[src/rtl/seq_mult32_pkg.sv]
// seq_mult32_pkg: shared constants and FSM state encoding for the sequential multiplier.
package seq_mult32_pkg;
  localparam int MUL_WIDTH = 32;
  localparam int MUL_ITER = 32;
  localparam int CNT_W = 6;
  typedef enum logic [1:0] {
    S_IDLE = 2'd0,
    S_RUN  = 2'd1,
    S_DONE = 2'd2
  } state_t;
endpackage

[src/rtl/adder32.sv]
// adder32: 32-bit ripple-free behavioural adder with carry in/out.
module adder32 (
  input  logic [31:0] a_i,
  input  logic [31:0] b_i,
  input  logic        c_in_i,
  output logic [31:0] sum_o,
  output logic        c_out_o
);
  assign {c_out_o, sum_o} = {1'b0, a_i} + {1'b0, b_i} + {32'd0, c_in_i};
endmodule

[src/rtl/mult_ctrl.sv]
// mult_ctrl: start/busy/done FSM and iteration counter for seq_mult32.
module mult_ctrl
  import seq_mult32_pkg::*;
(
  input  logic clk,
  input  logic rst_n,
  input  logic start,
  output logic busy,
  output logic done,
  output logic load,
  output logic step
);
  localparam logic [CNT_W-1:0] CNT_LAST = CNT_W'(MUL_ITER - 1);
  state_t state_q, state_d;
  logic [CNT_W-1:0] cnt_q, cnt_d;
  always_comb begin
    state_d = state_q;
    cnt_d = cnt_q;
    load = start && (state_q != S_RUN);
    step = state_q == S_RUN;
    busy = step;
    done = state_q == S_DONE;
    if (load) begin
      state_d = S_RUN;
      cnt_d = '0;
    end else if (step) begin
      cnt_d = cnt_q + CNT_W'(1);
      state_d = (cnt_q == CNT_LAST) ? S_DONE : S_RUN;
    end else if (done) begin
      state_d = S_IDLE;
    end
  end
  always_ff @(posedge clk or negedge rst_n) begin
    if (!rst_n) begin
      state_q <= S_IDLE;
      cnt_q <= '0;
    end else begin
      state_q <= state_d;
      cnt_q <= cnt_d;
    end
  end
endmodule

[src/rtl/seq_mult32.sv]
// seq_mult32: 32x32->64 shift-and-add multiplier, one adder32 step per cycle.
// Define SIGNED_MUL_EN for radix-2 Booth two's-complement operation.
module seq_mult32
  import seq_mult32_pkg::*;
(
  input  logic                   clk,
  input  logic                   rst_n,
  input  logic                   start,
  input  logic [MUL_WIDTH-1:0]   mcand,
  input  logic [MUL_WIDTH-1:0]   mplier,
  output logic                   busy,
  output logic                   done,
  output logic [2*MUL_WIDTH-1:0] product
);
  logic load, step, c_in, c_out, shift_in;
  logic [MUL_WIDTH-1:0] m_q, hi_q, lo_q, b, sum;
  mult_ctrl u_ctrl (
    .clk  (clk),
    .rst_n(rst_n),
    .start(start),
    .busy (busy),
    .done (done),
    .load (load),
    .step (step)
  );
`ifdef SIGNED_MUL_EN
  logic qp_q;
  logic [1:0] sel;
  assign sel = {lo_q[0], qp_q};
  assign b = (sel == 2'b01) ? m_q : (sel == 2'b10) ? ~m_q : '0;
  assign c_in = sel == 2'b10;
  // true 33-bit sign of hi+B, so the most negative multiplicand shifts correctly
  assign shift_in = hi_q[MUL_WIDTH-1] ^ b[MUL_WIDTH-1] ^ c_out;
  always_ff @(posedge clk or negedge rst_n) begin
    if (!rst_n) qp_q <= 1'b0;
    else if (load) qp_q <= 1'b0;
    else if (step) qp_q <= lo_q[0];
  end
`else
  assign b = lo_q[0] ? m_q : '0;
  assign c_in = 1'b0;
  assign shift_in = c_out;
`endif
  adder32 u_add (
    .a_i    (hi_q),
    .b_i    (b),
    .c_in_i (c_in),
    .sum_o  (sum),
    .c_out_o(c_out)
  );
  always_ff @(posedge clk or negedge rst_n) begin
    if (!rst_n) begin
      m_q <= '0;
      hi_q <= '0;
      lo_q <= '0;
    end else if (load) begin
      m_q <= mcand;
      hi_q <= '0;
      lo_q <= mplier;
    end else if (step) begin
      {hi_q, lo_q} <= {shift_in, sum, lo_q[MUL_WIDTH-1:1]};
    end
  end
  assign product = {hi_q, lo_q};
endmodule
[config.mk]
export PLATFORM = sky130hd
export DESIGN_NAME = seq_mult32
export DESIGN_NICKNAME = d
export VERILOG_FILES = /design/src/rtl/seq_mult32_pkg.sv /design/src/rtl/adder32.sv /design/src/rtl/mult_ctrl.sv /design/src/rtl/seq_mult32.sv
export SDC_FILE = /design/constraint.sdc
export NUM_CORES = 1
export LEC_CHECK = 0
export CORE_ASPECT_RATIO = 0.9
export CORE_MARGIN = 4
export CORE_UTILIZATION = 40
export CTS_BUF_LIST = sky130_fd_sc_hd__clkbuf_4
export DETAILED_ROUTE_END_ITERATION = 8
export GPL_TIMING_DRIVEN = 1
export PLACE_DENSITY = 0.69
export SKIP_CTS_REPAIR_TIMING = 1
export SYNTH_ARGS = -nofsm -noshare
export SYNTH_HDL_FRONTEND = slang
export SYNTH_SLANG_ARGS = --single-unit
[constraint.sdc]
create_clock -name clk -period 3.2 [get_ports clk]
set_clock_uncertainty 0.05 [all_clocks]
set_input_delay 0.48 -clock clk [delete_from_list [all_inputs] [get_ports clk]]
set_output_delay 0.48 -clock clk [all_outputs]
set_load 0.05 [all_outputs]
==> out/results.tsv, run 1 <==
stage	metric	value	unit
status	status	finished, final reports clean	
final_layout	regArea	2600	um^2
synth	async_flop_share	100	%
power_and_ir_drop	finalPower	8940	uW
clocking	cts-root-buf	clkbuf_4	
place	io_buffers	132	
final_layout	fill_cells	1293	
clocking	ctsHtreeMaxLevel	3	
global_route	grt-ovfl-total	0	
sta	timing.final.crit_share	97.6	%
drt	vias	5238	
final_layout	final_util	54.1	%
place	place_congestion	0.900	
synth	yosysTopAreaCell	dfrtp_1	
worst_hold_path	hold_class	flip-flop to flip-flop	
sta	worst_pin_slew	0.727	ns
sta	slew_headroom	51.5	%
floorplan	dieArea	17600	um^2
power_and_ir_drop	pwr_density_cell	1100	nW/um^2
worst_setup_path	reg2reg_depth	11	
power_and_ir_drop	p_leak	0.00362	uW
synth	postSynthAreaPerCell	9.84	um^2
global_route	antenna_found_initial	0	
synth	syn_nets	731	
worst_setup_path	critPathKind	flip-flop to flip-flop	
final_layout	syn2layout_area_growth	30.5	%
global_route	grt_start_max_net_pins	55	
synth	netlist_area	6200	um^2
drt	drt-wirelength-per-cell	16.4	um
drt	via_per_inst	5.43	
power_and_ir_drop	p_sw	4490	uW
worst_setup_path	reg2reg_slack	0.08	ns
synth	yosys_warnings	0	
drt	first_pass_iters	4	
drt	drc_errors	0	
sta	drv_slew	0	
power_and_ir_drop	switching_share	50.2	%
final_layout	final_nets	862	
power_and_ir_drop	vdd_drop_max	0.000519	V
global_route	track_usage	18.0	%
power_and_ir_drop	p_clk_share	8.5	%
place	dp_cells	941	
worst_setup_path	cp_num_cells	11	
place	post-place-ws	0.114	ns
floorplan	rows	42	
power_and_ir_drop	combPwrFrac	63.6	%
worst_setup_path	crit_family	simple AND/OR/NAND/NOR gates	
worst_setup_path	worst-endpoint-arrival	3.45	ns
final_layout	layout-drive-gt1-share	13.1	%
drt	drt-initial-drc-count	298	
floorplan	coreArea	15000	um^2
worst_setup_path	cpMaxStageDelayCell	or4_4	
final_layout	stdcell_area	8100	um^2
worst_setup_path	crit_required	3.53	ns
final_layout	multiInputGateArea	3530	um^2
floorplan	die_w	139	um
sta	hold_viol	0	
synth	synth_cell_types	62	
power_and_ir_drop	internal-power	4460	uW
worst_hold_path	hold_path_depth	1	
place	hpwl	11500	um
clocking	cts.clk_slew.worst_paths	0.17	ns
worst_setup_path	worstSetupStartpointType	flip-flop	
flow_run	maxCapViolations	0	
synth	synth_area_leaders	dfrtp_1 (42%), ha_1 (6.7%), o21ai_0 (6.0%)	
worst_setup_path	timing.critical_path.buf_inv	1	
clocking	cts_buffers	9	
sta	setup_slack	0.0784	ns
floorplan	initial_core_util	41.4	%
synth	yosysMostFrequentCell	dfrtp_1	
final_layout	instances_no_fill	964	
place	post_dp_cell_area	7770	um^2
final_layout	antennaDiodeCount	0	
drt	routed_wl	15900	um
synth	synth_top_area_share	42.0	%
sta	setup_viol	0	
floorplan	die_h	126	um
sta	rsz0062_at_grt	yes	
synth	seq_area_frac_synth	42.0	%
worst_setup_path	path_cells	buf_6 > and2_4 > ha_4 > and4_4 > and3_4 > or4_4 > o211a_4 > a311o_1 > a31oi_2 > xor2_1 > o21ai_1	
worst_setup_path	max_stage_delay	0.54	ns
sta	period_needed	3.12	ns
synth	synth-seq-cells	104	
synth	synth_cells	630	
clocking	cts_sinks	104	
worst_setup_path	endpoint_kind	flip-flop	
synth	ys.flop_type	dfrtp_1	
global_route	grt_pass1_wl	26400	um
worst_setup_path	crit_fanout	4	
global_route	grt_pass1_vias	5395	
clocking	cts_tree	built	
power_and_ir_drop	seq_power_share	28.0	%
synth	synth_edf_count	0	
floorplan	ioPinCount	133	
clocking	clock_path_buffers	2	
clocking	clock_latency	0.49	ns
sta	fmax	320	MHz
synth	synth_commonest_cells	dfrtp_1 (104), o21ai_0 (74), nand2_1 (61)	
drt	postRouteAntennaNets	0	
-- stage by stage --
step / hold WS [ns] / TNS [ns]
after detailed placement: 0.440 / 0
after global placement: 0.438 / 0
final: 0.469 / 0
after CTS: -0.0778 / 0
after global routing: 0.490 / -0.0498
after floorplan: 0.134 / 0
-- registers in the layout (all words and copies together) (netlist names) --
name and count:
lo_q 32, m_q 32, hi_q 32, u_ctrl.state_q 2
u_ctrl.cnt_q 6
-- power by group through the flow --
stage | logic [uW] | clock network (uW) | registers, uW
after floorplan | 2530 | 0 | 3740
after global placement | 5430 | 0 | 2500
after detailed placement | 5510 | 0 | 2520
after CTS | 5520 | 789 | 2490
after global routing | 6180 | 838 | 2590
final | 5690 | 757 | 2500
-- cells in the final DEF (no fill, tap or decap), types with 5 or more instances in the layout --
cell and n:
o31ai_1 5, xor2_1 12, xnor2_1 11, dfrtp_1 103
buf_4 17, and2_1 31, and3_1 5, nand3b_1 32
mux2i_1 33, o21ai_0 74, o21a_1 5, nand3_1 13
a21o_1 17, clkdlybuf4s50_1 129, nand2_1 61, nor2_1 19
ha_1 28, clkbuf_4 9, a21oi_1 21, inv_1 15
mux2_2 32
-- worst paths after layout --
check / from / to
worst max-delay path: lo_q[0]$_DFFE_PN0P_ / hi_q[23]$_DFFE_PN0P_
max in group asynchronous: rst_n / lo_q[31]$_DFFE_PN0P_
worst min register to register: m_q[13]$_DFFE_PN0P_ / m_q[13]$_DFFE_PN0P_
worst min-delay path: m_q[13]$_DFFE_PN0P_ / m_q[13]$_DFFE_PN0P_
min in group asynchronous: rst_n / hi_q[5]$_DFFE_PN0P_
worst max register to register: lo_q[0]$_DFFE_PN0P_ / hi_q[23]$_DFFE_PN0P_
-- cell type report --
type,instances,area share [%]
tap,198,3.06
sequential,104,32.2
clock inverter,7,1.07
inverter,16,0.742
clock buffer,9,0.835
timing repair buffer,152,18.5
multi-input combinational,478,43.6
-- metal layers --
layer	vias to the layer above	track usage (%)	wire length, um
met3	17	6.37	1250
li1	2526	-	-
met2	181	28.1	7050
met1	2514	24.5	7390
met4	0	3.74	169
met5	-	0	0
-- cells by family (layout without fill, tap and decap cells) --
family	after synthesis	count (layout)	synth area share (%)
adder cells (fa/ha/maj)	34	34	6.98
AND/OR/NAND/NOR	194	194	17.1
XOR/XNOR	23	23	3.25
multiplexers	65	65	11.1
AO/OA/AOI/OAI	162	162	16.7
flip-flops	104	104	42.0
buffers and inverters	48	184	2.91
Power figures use the tool's default switching activity.
==> inputs of run 2 (changes only) <==
- REMOVE_ABC_BUFFERS: not set -> 1
==> run 2 against run 1 <==
Non-clock buffer count up 2; via count hardly changed; sequential share of layout area rose by 0.14 points; combinational power is essentially flat; sequential power is essentially flat; critical path type unchanged; sequential cell count did not move; clock power shrank 13%; clock-buffer cell count unchanged; fmax is 1.6% higher; global-route usage is 0.68 points higher; setup slack better by 0.048 ns; die area is the same.
==> out/results.tsv, run 2 (same netlist as run 1, synthesis figures left out) <==
stage	metric	value	unit
status	status	finished, final reports clean	
final_layout	final_nets	864	
drt	via_per_inst	5.42	
flow_run	maxCapViolations	0	
worst_setup_path	endpoint_kind	flip-flop	
clocking	ctsHtreeMaxLevel	3	
worst_setup_path	worstSetupStartpointType	flip-flop	
drt	postRouteAntennaNets	0	
worst_setup_path	reg2reg_slack	0.13	ns
global_route	grt_start_max_net_pins	67	
worst_setup_path	crit_required	3.55	ns
final_layout	final_common_cell	clkdlybuf4s50_1	
final_layout	regArea	2600	um^2
global_route	track_usage	18.7	%
sta	drv_slew	0	
clocking	cts_tree	built	
clocking	cts_sinks	104	
drt	first_pass_iters	5	
sta	period_needed	3.07	ns
global_route	grt_pass1_wl	27200	um
place	hpwl	11600	um
drt	drt-initial-drc-count	321	
final_layout	final_cell_mix	clkdlybuf4s50_1 (129), dfrtp_1 (103), o21ai_0 (73), nand2_1 (61), and2_1 (34)	
clocking	cts-root-buf	clkbuf_4	
power_and_ir_drop	finalPower	8840	uW
drt	drc_errors	0	
sta	fin_tns_setup	0	ns
clocking	clock_path_buffers	2	
final_layout	reg_top3	hi_q (32), lo_q (32), m_q (32)	
global_route	grt-ovfl-total	0	
global_route	antenna_found_initial	0	
sta	setup_viol	0	
floorplan	coreArea	15000	um^2
sta	timing.final.crit_share	96.0	%
worst_setup_path	critPathKind	flip-flop to flip-flop	
floorplan	dieArea	17600	um^2
final_layout	syn2layout_area_growth	30.0	%
clocking	cts_buffers	9	
drt	routed_wl	16100	um
final_layout	multiInputGateArea	3500	um^2
worst_setup_path	crit_fanout	8	
floorplan	ioPinCount	133	
final_layout	antennaDiodeCount	0	
floorplan	die_h	126	um
worst_setup_path	worst-endpoint-arrival	3.43	ns
floorplan	rows	42	
sta	slew_headroom	53.6	%
worst_hold_path	hold_class	primary input to flip-flop	
sta	hold_viol	0	
sta	worst_pin_slew	0.678	ns
final_layout	fill_cells	1329	
power_and_ir_drop	pwr_density_cell	1100	nW/um^2
drt	vias	5233	
place	io_buffers	132	
clocking	cts.clk_slew.worst_paths	0.18	ns
power_and_ir_drop	vdd_drop_max	0.000718	V
drt	drt-wirelength-per-cell	16.7	um
sta	fmax	325	MHz
floorplan	die_w	139	um
global_route	grt_pass1_vias	5468	
final_layout	layout-drive-gt1-share	11.8	%
power_and_ir_drop	p_leak	0.00363	uW
floorplan	initial_core_util	41.4	%
place	place_congestion	0.888	
clocking	clock_latency	0.51	ns
run 2: layout make-up:
| cell class | count | share of cell area, % |
|---|---|---|
| multi-input combinational | 478 | 43.4 |
| sequential | 104 | 32.3 |
| timing repair buffer | 154 | 19.0 |
| tap | 198 | 3.07 |
| clock buffer | 9 | 0.838 |
| inverter | 16 | 0.745 |
| clock inverter | 7 | 0.668 |
run 2: final timing paths:
check | from | to | cells after the start
min reg2reg | u_ctrl.cnt_q[3]$_DFFE_PN0P_ | u_ctrl.cnt_q[3]$_DFFE_PN0P_ | 1
max reg2reg | lo_q[0]$_DFFE_PN0P_ | hi_q[26]$_DFFE_PN0P_ | 12
max | lo_q[0]$_DFFE_PN0P_ | hi_q[26]$_DFFE_PN0P_ | 12
min in group asynchronous | rst_n | lo_q[10]$_DFFE_PN0P_ | 2
min | start | u_ctrl.state_q[0]$_DFFE_PN0P_ | 3
max in group asynchronous | rst_n | u_ctrl.cnt_q[3]$_DFFE_PN0P_ | 3
run 2: power breakdown:
part	switching, uW	internal [uW]	leakage (uW)	total (uW)
Combinational	3430	2240	0.00229	5670
Sequential	543	1970	0.00127	2510
Clock	487	169	0.0000679	656
run 2: critical path, stage by stage, from the launching register on:
cell and delay (ns):
dfrtp_2 0.50, buf_4 0.16, and2_1 0.13, ha_1 0.35, a21oi_1 0.28, o211ai_2 0.18, a32o_2 0.31, o311ai_4 0.31
a21oi_1 0.16, o21ai_2 0.17, buf_4 0.16, o21a_1 0.13, o211ai_1 0.10
run 2: metrics by stage:
stage | hold slack [ns] | instance area (um^2) | std cells | setup WS (ns) | utilization [%]
global placement | 0.433 | 7810 | 945 | 0.143 | 52.1
CTS | -0.138 | 7930 | 961 | -0.0109 | 52.9
detailed placement | 0.442 | 7810 | 945 | -0.00498 | 52.1
floorplan | 0.134 | 6080 | 598 | -1.16 | -
global route | 0.408 | 8060 | 966 | -0.00928 | 53.8
finish | 0.381 | 8060 | 966 | 0.126 | 53.8
run 2: metal layers:
layer  vias up  global-route usage, %  share of wire [%]
met5         -                      0                  0
met4         0                   4.78                1.2
met3        19                   7.81                8.8
met2       181                   29.1                 45
met1      2498                   24.3                 45
li1       2535                      -                  -
==> inputs of run 3 (changes only) <==
- PLACE_DENSITY: 0.69 -> 0.74
- SKIP_CTS_REPAIR_TIMING: 1 -> not set
- SLEW_MARGIN: not set -> 20
==> run 3 against run 2 <==
Sequential cell count did not move; final area barely moved; critical endpoint is now hi_q[23]$_DFFE_PN0P_; non-clock buffer count did not move; die area did not move; worst hold slack got worse by 0.0047 ns.
==> out/results.tsv, run 3 (same netlist as run 1, synthesis figures left out) <==
stage	metric	value	unit
sta	whs	0.377	ns
global_route	grt_pass1_vias	5523	
clocking	clock_latency	0.51	ns
drt	routed_wl	16000	um
power_and_ir_drop	pwr_density_cell	1100	nW/um^2
worst_hold_path	hold_class	primary input to async pin	
final_layout	instances_no_fill	967	
place	dp_cells	947	
sta	timing.final.crit_share	96.9	%
sta	hold_viol	0	
sta	rsz0062_at_grt	yes	
drt	drt-initial-drc-count	233	
sta	fmax	322	MHz
worst_setup_path	crit_fanout	6	
clocking	ctsHtreeMaxLevel	3	
clocking	cts.clk_slew.worst_paths	0.18	ns
final_layout	reg_top3	hi_q (32), lo_q (32), m_q (32)	
drt	via_per_inst	5.43	
power_and_ir_drop	vdd_drop_max	0.000650	V
place	io_buffers	132	
drt	drt-wirelength-per-cell	16.6	um
global_route	antenna_found_initial	1	
power_and_ir_drop	finalPower	8870	uW
floorplan	die_h	126	um
sta	slew_headroom	53.4	%
worst_setup_path	crit_required	3.55	ns
drt	postRouteAntennaNets	0	
sta	period_needed	3.10	ns
clocking	cts_sinks	104	
drt	first_pass_iters	5	
floorplan	rows	42	
sta	worst_pin_slew	0.699	ns
final_layout	layout-drive-gt1-share	12.1	%
clocking	cts_tree	built	
clocking	clock_path_buffers	2	
clocking	cts_buffers	9	
floorplan	initial_core_util	41.4	%
sta	drv_slew	0	
worst_setup_path	endpoint_kind	flip-flop	
drt	vias	5250	
floorplan	die_w	139	um
global_route	grt-ovfl-total	0	
global_route	track_usage	18.3	%
worst_setup_path	worstSetupStartpointType	flip-flop	
floorplan	coreArea	15000	um^2
global_route	grt_pass1_wl	26900	um
status	status	finished, final reports clean	
final_layout	final_nets	864	
worst_setup_path	critPathKind	flip-flop to flip-flop	
global_route	grt_start_max_net_pins	70	
worst_setup_path	worst-endpoint-arrival	3.45	ns
drt	drc_errors	0	
place	hpwl	11800	um
final_layout	final_cell_mix	clkdlybuf4s50_1 (129), dfrtp_1 (103), o21ai_0 (74), nand2_1 (61), and2_1 (34)	
clocking	cts-root-buf	clkbuf_4	
floorplan	dieArea	17600	um^2
flow_run	maxCapViolations	0	
final_layout	syn2layout_area_growth	29.9	%
final_layout	final_common_cell	clkdlybuf4s50_1	
sta	setup_viol	0	
power_and_ir_drop	p_leak	0.00363	uW
sta	fin_tns_setup	0	ns
place	place_congestion	0.899	
floorplan	ioPinCount	133	
## run 3: cell count changes in the layout (fill, tap and decap cells not counted), moves of 2 or more
cell      delta
inv_6        +2
clkinv_1     -2
clkinv_4     -2
ha_4         -2
## run 3: per-stage QoR
step | worst slack [ns] | util (%) | instance area [um^2]
4_1_cts | 0.0205 | 53.3 | 7980
3_5_place_dp | 0.0810 | 52.2 | 7820
3_3_place_gp | 0.167 | 52.2 | 7820
6_report | 0.0990 | 53.8 | 8050
2_1_floorplan | -1.16 | - | 6080
5_1_grt | -0.0433 | 53.8 | 8050
## run 3: worst paths after layout
kind | from | to | slack (ns) | cells after the start
worst max-delay path | lo_q[0]$_DFFE_PN0P_ | hi_q[23]$_DFFE_PN0P_ | 0.1 | 10
worst min-delay path | rst_n | lo_q[10]$_DFFE_PN0P_ | 0.38 | 2
worst max register to register | lo_q[0]$_DFFE_PN0P_ | hi_q[23]$_DFFE_PN0P_ | 0.1 | 10
worst min register to register | m_q[31]$_DFFE_PN0P_ | m_q[31]$_DFFE_PN0P_ | 0.48 | 1
max in group asynchronous | rst_n | lo_q[0]$_DFFE_PN0P_ | 1.98 | 3
min in group clk | m_q[31]$_DFFE_PN0P_ | m_q[31]$_DFFE_PN0P_ | 0.48 | 1
## run 3: where the power goes
| part | switching (uW) | total, uW | leakage (uW) | internal [uW] |
|---|---|---|---|---|
| Combinational | 3430 | 5630 | 0.00228 | 2200 |
| Clock | 486 | 740 | 0.0000836 | 253 |
| Sequential | 533 | 2500 | 0.00127 | 1970 |
## run 3: worst max-delay path, stage by stage (launching register included)
cell and delay, ns:
dfrtp_2 0.50, and2_1 0.17, ha_1 0.34, and4_4 0.22
and3_4 0.19, or4_4 0.49, o211a_4 0.26, a311o_1 0.33
a31oi_2 0.19, xor2_1 0.17, o21ai_1 0.07
## run 3: per-layer routing
metal  track usage, %  wire (um)  part of all wire, %
met1             23.6       7270                   45
met3             7.16       1320                  8.2
met5                0          0                    0
met4             4.03        140                 0.87
met2             29.2       7290                   46
## run 3: layout make-up
class	count	area (um^2)
Antenna cell	1	2.50
Timing Repair Buffer	154	1520
Clock buffer	9	67.6
Multi-Input combinational cell	478	3470
Clock inverter	7	81.3
Tap cell	198	248
Sequential cell	104	2600
Fill cell	1333	6920
Inverter	16	60.1
## run 3: repair_timing
item,4_1_cts,5_1_grt
setup buffers,0,2
endpoints found under the hold margin,35,0
gates resized for setup,0,13
hold buffers,1,0
setup endpoints to repair,0,11
